===== src/rtl/eager_fork_n.sv =====
// Eager fork: replicates one input token onto SIZE output channels, each channel taking it exactly once.
// Optional input-stall counter on port stall_count, enabled by defining EAGER_FORK_N_STALL_CNT_EN.
module eager_fork_n #(
    parameter int SIZE       = 2,
    parameter int DATA_WIDTH = 32
) (
    input  logic                       clk,
    input  logic                       rst,
    input  logic [DATA_WIDTH-1:0]      ins,
    input  logic                       ins_valid,
    output logic                       ins_ready,
    output logic [SIZE*DATA_WIDTH-1:0] outs,
    output logic [SIZE-1:0]            outs_valid,
    input  logic [SIZE-1:0]            outs_ready
`ifdef EAGER_FORK_N_STALL_CNT_EN
    ,
    output logic [15:0]                stall_count
`endif
);

    logic [SIZE-1:0] pend;
    logic [SIZE-1:0] pend_next;
    logic [SIZE-1:0] stop;

    // Data is a pure fan-out of the input; nothing is stored.
    assign outs = {SIZE{ins}};

    // outs_valid depends only on registered pend and ins_valid, never on outs_ready.
    assign outs_valid = {SIZE{ins_valid}} & pend;
    assign stop       = outs_valid & ~outs_ready;
    assign ins_ready  = ~(|stop);

    always_comb begin
        // NOTE: default first so every path assigns pend_next and no latch is inferred.
        pend_next = pend;
        if (ins_valid) begin
            if (ins_ready)
                pend_next = '1;
            else
                pend_next = stop;
        end
    end

    always_ff @(posedge clk) begin
        // NOTE: non-blocking assignment for state so all registers update together at the edge.
        if (rst)
            pend <= '1;
        else
            pend <= pend_next;
    end

`ifdef EAGER_FORK_N_STALL_CNT_EN
    logic [15:0] stall_cnt;

    // Counts cycles with a token held at the input; saturates instead of wrapping.
    always_ff @(posedge clk) begin
        if (rst)
            stall_cnt <= '0;
        else if (ins_valid && !ins_ready && stall_cnt != 16'hFFFF)
            stall_cnt <= stall_cnt + 16'd1;
    end

    assign stall_count = stall_cnt;
`endif

endmodule


===== config.mk =====
export PLATFORM = sky130hd
export DESIGN_NAME = eager_fork_n
export DESIGN_NICKNAME = d
export VERILOG_FILES = /design/src/rtl/eager_fork_n.sv
export SDC_FILE = /design/constraint.sdc
export NUM_CORES = 1
export LEC_CHECK = 0
export ABC_CLOCK_PERIOD_IN_PS = 1100
export CAP_MARGIN = 10
export CORE_ASPECT_RATIO = 1.2
export CORE_UTILIZATION = 21
export CTS_BUF_LIST = sky130_fd_sc_hd__clkbuf_4
export DETAILED_ROUTE_END_ITERATION = 7
export PLACE_DENSITY = 0.82
export SKIP_LAST_GASP = 1
export SLEW_MARGIN = 20
export SYNTH_ARGS = -nofsm -noshare
export SYNTH_HDL_FRONTEND = slang
export SYNTH_SLANG_ARGS = --single-unit
export TNS_END_PERCENT = 30

===== constraint.sdc =====
create_clock -name clk -period 1.1 [get_ports clk]
set_input_delay 0.22 -clock clk [delete_from_list [all_inputs] [get_ports clk]]
set_output_delay 0.22 -clock clk [all_outputs]
set_load 0.02 [all_outputs]

==> results of run 1 <==
-- layout make-up --
cell class              instances  area share [%]
clock buffers                   3            8.96
repair buffers                  8            25.9
multi-input cells               9            30.8
well taps                      33            16.4
flip-flops and latches          2            17.9
-- cell usage in the layout, fill, tap and decap left out --
cell type | netlist | layout
a21bo_2 | 1 | 1
and2_1 | 2 | 2
nand2_1 | 2 | 2
dlygate4sd2_1 | 0 | 3
dfxtp_2 | 0 | 1
clkbuf_4 | 0 | 3
dfxtp_4 | 0 | 1
buf_6 | 0 | 1
nand2b_4 | 0 | 2
clkdlybuf4s50_1 | 0 | 1
buf_2 | 0 | 2
buf_4 | 64 | 1
a221o_1 | 2 | 2
-- power breakdown --
group	switching [mW]	internal, mW	leakage [nW]
logic	0.0293	0.0357	0.0753
registers	0.00587	0.0770	0.0161
clock network	0.0506	0.121	0.0138
-- logic make-up after synthesis --
logic type	after synthesis	synth area share [%]
flip-flops	2	6.87
buffers and inverters	64	82.4
AND/OR/NAND/NOR	6	5.58
AO/OA/AOI/OAI	3	5.15
-- metal layers --
layer	global-route usage (%)	part of all wire, %	up-vias
met4	15.5	17	0
met3	3.82	20	20
met5	0	0	-
met2	7.62	45	9
li1	-	-	63
met1	2.28	18	73
-- worst max-delay path: stages, from the launching register on --
cell and delay [ns]:
dfxtp_4 0.36, nand2b_4 0.05, a21bo_2 0.22, buf_6 0.13
-- stage by stage --
| step | hold slack (ns) | setup TNS (ns) | cell area [um^2] | std cells | power [mW] |
|---|---|---|---|---|---|
| after global routing | 0.440 | -0.193 | 251 | 55 | 0.349 |
| after floorplan | 0.325 | 0 | 583 | 75 | 0.448 |
| final | 0.440 | -0.101 | 251 | 55 | 0.320 |
| after detailed placement | 0.440 | -2.30 | 221 | 52 | 0.149 |
| after global placement | 0.440 | -2.18 | 221 | 52 | 0.145 |
| after CTS | 0.440 | -0.134 | 251 | 55 | 0.338 |
-- what timing repair did --
| action | 4_1_cts | 5_1_grt |
|---|---|---|
| pin swaps | 0 | 0 |
| setup endpoints to repair | 3 | 3 |
| gates resized for setup | 22 | 0 |
-- how the worst max path moves through the flow --
stage | depth (start not counted) | to | startpoint
after floorplan | 2 | ins_ready | pend[0]
after global placement | 4 | ins_ready | outs_ready[0]
after detailed placement | 4 | ins_ready | outs_ready[1]
after CTS | 3 | ins_ready | pend[0]
after global routing | 3 | ins_ready | pend[0]
final | 3 | ins_ready | pend[0]
==> impl_metrics.csv, run 1 <==
group,metric,value,unit
power,leakagePower,0.105,nW
clocking,cts_buffers,3,
die,coreArea,2580,um^2
setup_path,start_kind,"register",
setup_path,arrival,0.98,ns
setup_path,rr_worst_depth,2,
min_path,whs_path_depth,0,
die,start_util,22.6,%
die,rows,20,
setup_path,rrSetupSlack,0.22,ns
logic_synthesis,yosys_most_used_dff,"dfxtp_1",
logic_synthesis,synth-seq-cells,2,
routing,antenna_left,0,
sta,finalCritPeriodShare,109,%
power,power.density,1270,nW/um^2
sta,hold_violations,0,
cells_and_area,top_register,"pend",
logic_synthesis,synth_cell_types,7,
clocking,cts_root_buffer,"clkbuf_4",
logic_synthesis,synth.largest_area_cell,"buf_4",
clocking,clk_pin_slew_worst_paths,0.03,ns
cells_and_area,multiInputGateArea,77.6,um^2
placed_design,finalWeightedCongestion,0.429,
run,drv_cap,0,
placed_design,pre_cts_ws,-0.679,ns
min_path,min_from,"ins[21]",
logic_synthesis,ys_warn_count,0,
die,die_h,59.7,um
global_routing,grt_overflow,0,
die,die_width,50.1,um
clocking,clk_path_buf_depth,2,
setup_path,critical_path_class,"register to output pin",
setup_path,required,0.88,ns
sta,timing.fmax,833,MHz
sta,rsz0062_at_grt,"true",
setup_path,r2r_end,"pend[1]",
global_routing,grt_pass1_wl,1130,um
cells_and_area,seqCellArea,45.0,um^2
placed_design,hpwl,510,um
die,die_area,2990,um^2
logic_synthesis,async_flop_share,0,%
sta,worst_pin_slew,0.110,ns
cells_and_area,nFillCells,297,
routing,drt-total-wl,763,um
routing,drc,0,
clocking,hold_buffers,0,
routing,routed_via_density,3.00,
routing,routedWlPerCell,13.9,um
run_status,outcome,"complete, but fails checks",
logic_synthesis,avgSynthCellArea,7.77,um^2
routing,vias,165,
die,ioPinCount,104,
logic_synthesis,synthesis.area,583,um^2
sta,finClkSkew,0.000846,ns
cells_and_area,final_nets,61,
global_routing,grt_usage,5.76,%
setup_path,worst-path-max-fanout,3,
global_routing,grt_pass1_vias,219,
logic_synthesis,yosysMostFrequentCell,"buf_4",
clocking,clock-sinks,2,
logic_synthesis,synth_edf_count,0,
sta,final_period_minus_worst_setup_slack,1.20,ns
cells_and_area,top_regs,"pend (2)",
logic_synthesis,synth_nets,112,
cells_and_area,largest_reg_flops,2,
logic_synthesis,synthCells,75,
min_path,hp-class,"primary input to output pin",
sta,max-slew-margin-rel,92.6,%
setup_path,setup.worst_path.end_class,"output pin",
clocking,clk_latency,0.23,ns
logic_synthesis,yosysSeqAreaShare,6.87,%
global_routing,grt_max_degree,5,
cells_and_area,final_util,9.76,%
global_routing,antenna_found_initial,0,
clocking,cts_setup_buffers,0,
logic_synthesis,synth_area_leaders,"buf_4 82%, dfxtp_1 6.9%, a221o_1 3.4%, and2_1 2.1%, nand2b_1 2.1%",
cells_and_area,synthToLayoutAreaGrowth,-56.9,%
min_path,min_to,"outs[21]",
sta,setup_viol,1,
clocking,cts_tree,"yes",
placed_design,port_buffers,7,
power,peakVddDrop,0.276,mV
run_status,violations,"setup timing",
routing,drtIter0Drc,1,
clocking,cts_max_level,1,
sta,finalMaxSlewViolations,0,
logic_synthesis,synth_top_area_share,82.4,%
cells_and_area,drive_gt1_share,54.5,%
routing,firstDrtPassIters,3,
sta,fin_ws,-0.101,ns
cells_and_area,diodes,0,
setup_path,r2r-start,"pend[0]",
No activity file was read; power rests on OpenSTA's default activity.
==> inputs of run 2 (changes only) <==
--- a/config.mk
+++ b/config.mk
@@ -6,7 +6,7 @@
 export NUM_CORES = 1
 export LEC_CHECK = 0
 export ABC_CLOCK_PERIOD_IN_PS = 1100
-export CAP_MARGIN = 10
+export CAP_MARGIN = 20
 export CORE_ASPECT_RATIO = 1.2
 export CORE_UTILIZATION = 21
 export CTS_BUF_LIST = sky130_fd_sc_hd__clkbuf_4
==> results of run 2 <==
The final DEF is identical to that of run 1; final timing and power are the same.
==> inputs of run 3 (changes only) <==
--- a/config.mk
+++ b/config.mk
@@ -8,9 +8,11 @@
 export ABC_CLOCK_PERIOD_IN_PS = 1100
 export CAP_MARGIN = 20
 export CORE_ASPECT_RATIO = 1.2
+export CORE_MARGIN = 5
 export CORE_UTILIZATION = 21
 export CTS_BUF_LIST = sky130_fd_sc_hd__clkbuf_4
 export DETAILED_ROUTE_END_ITERATION = 7
+export GPL_ROUTABILITY_DRIVEN = 0
 export PLACE_DENSITY = 0.82
 export SKIP_LAST_GASP = 1
 export SLEW_MARGIN = 20
==> constraint.sdc (replaced) <==
create_clock -name clk -period 1.1 [get_ports clk]
set_input_delay 0.22 -clock clk [delete_from_list [all_inputs] [get_ports clk]]
set_output_delay 0.22 -clock clk [all_outputs]
set_load 0.05 [all_outputs]
==> run 3 against run 2 <==
The run still ends with setup timing left. Via count is 8.5% higher. Highest routed layer unchanged. Clock skew is 0.0027 ns higher. Routed wire length is 7.3% lower.
==> impl_metrics.csv, run 3 (same netlist as run 1, synthesis figures left out) <==
group,metric,value,unit
run_status,outcome,"complete, but fails checks",
run_status,violations,"setup timing",
power,power.total,363,uW
routing,routed_via_density,3.20,
cells_and_area,top_regs,"pend (2)",
global_routing,grt_max_degree,6,
sta,finalMaxSlewViolations,0,
cells_and_area,nFillCells,312,
die,rows,21,
clocking,cts_tree,"yes",
die,die_area,3930,um^2
routing,met2WireLength,263,um
routing,top_layer,"met4",
placed_design,port_buffers,7,
cells_and_area,layout_common_cells,"3 x clkbuf_4, 3 x dlygate4sd2_1, 3 x buf_12",
setup_path,setup.worst_path.end_class,"output pin",
power,leakagePower,0.121,nW
power,cellInternalPower,258,uW
sta,rsz0062_at_grt,"true",
routing,route.met3.wl,154,um
placed_design,hpwl,511,um
setup_path,worst-path-max-fanout,3,
clocking,clk_path_buf_depth,2,
routing,drc,0,
sta,timing.fmax,819,MHz
die,die_width,58.1,um
clocking,cts_buffers,3,
cells_and_area,diodes,0,
sta,worst_pin_slew,0.150,ns
setup_path,arrival,1.00,ns
global_routing,grt_overflow,0,
power,power.density,1220,nW/um^2
routing,drt-total-wl,707,um
clocking,hold_buffers,0,
cells_and_area,synthToLayoutAreaGrowth,-48.9,%
clocking,clock-sinks,2,
routing,antenna_left,0,
cells_and_area,drive_gt1_share,54.5,%
power,peakVddDrop,0.315,mV
clocking,clk_pin_slew_worst_paths,0.03,ns
power,swShare,28.8,%
sta,hold_violations,0,
sta,finalCritPeriodShare,111,%
power,pwr-share-seq,22.8,%
power,p_switching,105,uW
sta,fin_ws,-0.120,ns
power,comb_power_share,31.1,%
global_routing,antenna_found_initial,0,
clocking,cts_max_level,1,
die,coreArea,2730,um^2
min_path,hp-class,"primary input to output pin",
placed_design,pre_cts_ws,-0.301,ns
routing,drtIter0Drc,11,
clocking,cts_root_buffer,"clkbuf_4",
global_routing,grt_pass1_wl,897,um
routing,firstDrtPassIters,2,
cells_and_area,final_nets,61,
routing,vias,179,
die,start_util,21.3,%
setup_path,critical_path_class,"register to output pin",
sta,fin_hold_ws,0.440,ns
cells_and_area,largest_reg_flops,2,
power,p_clk_share,46.2,%
die,die_h,67.7,um
global_routing,grt_pass1_vias,206,
sta,final_period_minus_worst_setup_slack,1.22,ns
sta,finClkSkew,0.00352,ns
clocking,clk_latency,0.23,ns
routing,routedWlPerCell,12.6,um
routing,drt-met1-wl,134,um
run,drv_cap,0,
cells_and_area,top_register,"pend",
sta,max-slew-margin-rel,90.0,%
die,ioPinCount,104,
setup_path,start_kind,"register",
setup_path,required,0.88,ns
global_routing,grt_usage,3.39,%
sta,setup_viol,3,
-- run 3: cell counts in the layout (fill, tap and decap cells not counted) --
Identical to the previous run, type by type.
-- run 3: worst paths after layout --
kind	startpoint	to	slack, ns	depth (start not counted)
min	ins[21]	outs[53]	0.44	0
min reg2reg	pend[0]	pend[0]	0.53	1
max reg2reg	pend[0]	pend[1]	0.23	2
max	pend[1]	ins_ready	-0.12	3
-- run 3: power groups by stage --
stage	combinational, mW	clock (mW)	sequential, mW
after floorplan	0.674	0	0.0805
after global placement	0.105	0	0.0816
after detailed placement	0.108	0	0.0818
after CTS	0.114	0.176	0.0840
after global routing	0.116	0.188	0.0829
final	0.113	0.167	0.0825
-- run 3: repair_timing --
item                                    in CTS  in global routing
resized for setup                            8                  1
setup buffers                                0                  0
endpoints found under the setup margin       4                  3
pin swaps                                    0                  1
-- run 3: through the flow --
stage | util (%) | cell area [um^2] | cells | TNS (ns)
2_1_floorplan | - | 583 | 75 | 0
3_3_place_gp | 9.25 | 253 | 53 | -1.08
3_5_place_dp | 9.25 | 253 | 53 | -1.16
4_1_cts | 10.8 | 295 | 56 | -0.212
5_1_grt | 10.9 | 298 | 56 | -0.264
6_report | 10.9 | 298 | 56 | -0.166
-- run 3: cell type report --
| type | instances | area (um^2) | share of cell area, % |
|---|---|---|---|
| timing repair buffer | 8 | 104 | 34.9 |
| tap | 34 | 42.5 | 14.3 |
| sequential | 2 | 45.0 | 15.1 |
| multi-input combinational | 9 | 83.8 | 28.2 |
| clock buffer | 3 | 22.5 | 7.56 |
-- run 3: critical path, cell delays in order (launching register included) --
cell and delay (ns):
dfxtp_4 0.35, nand2b_4 0.06, a21bo_4 0.22, buf_12 0.14
-- run 3: per-layer routing --
layer | GRT usage [%] | up-vias
li1 | - | 62
met1 | 0.895 | 69
met2 | 4.52 | 24
met3 | 2.29 | 24
met4 | 9.86 | 0
met5 | 0 | -
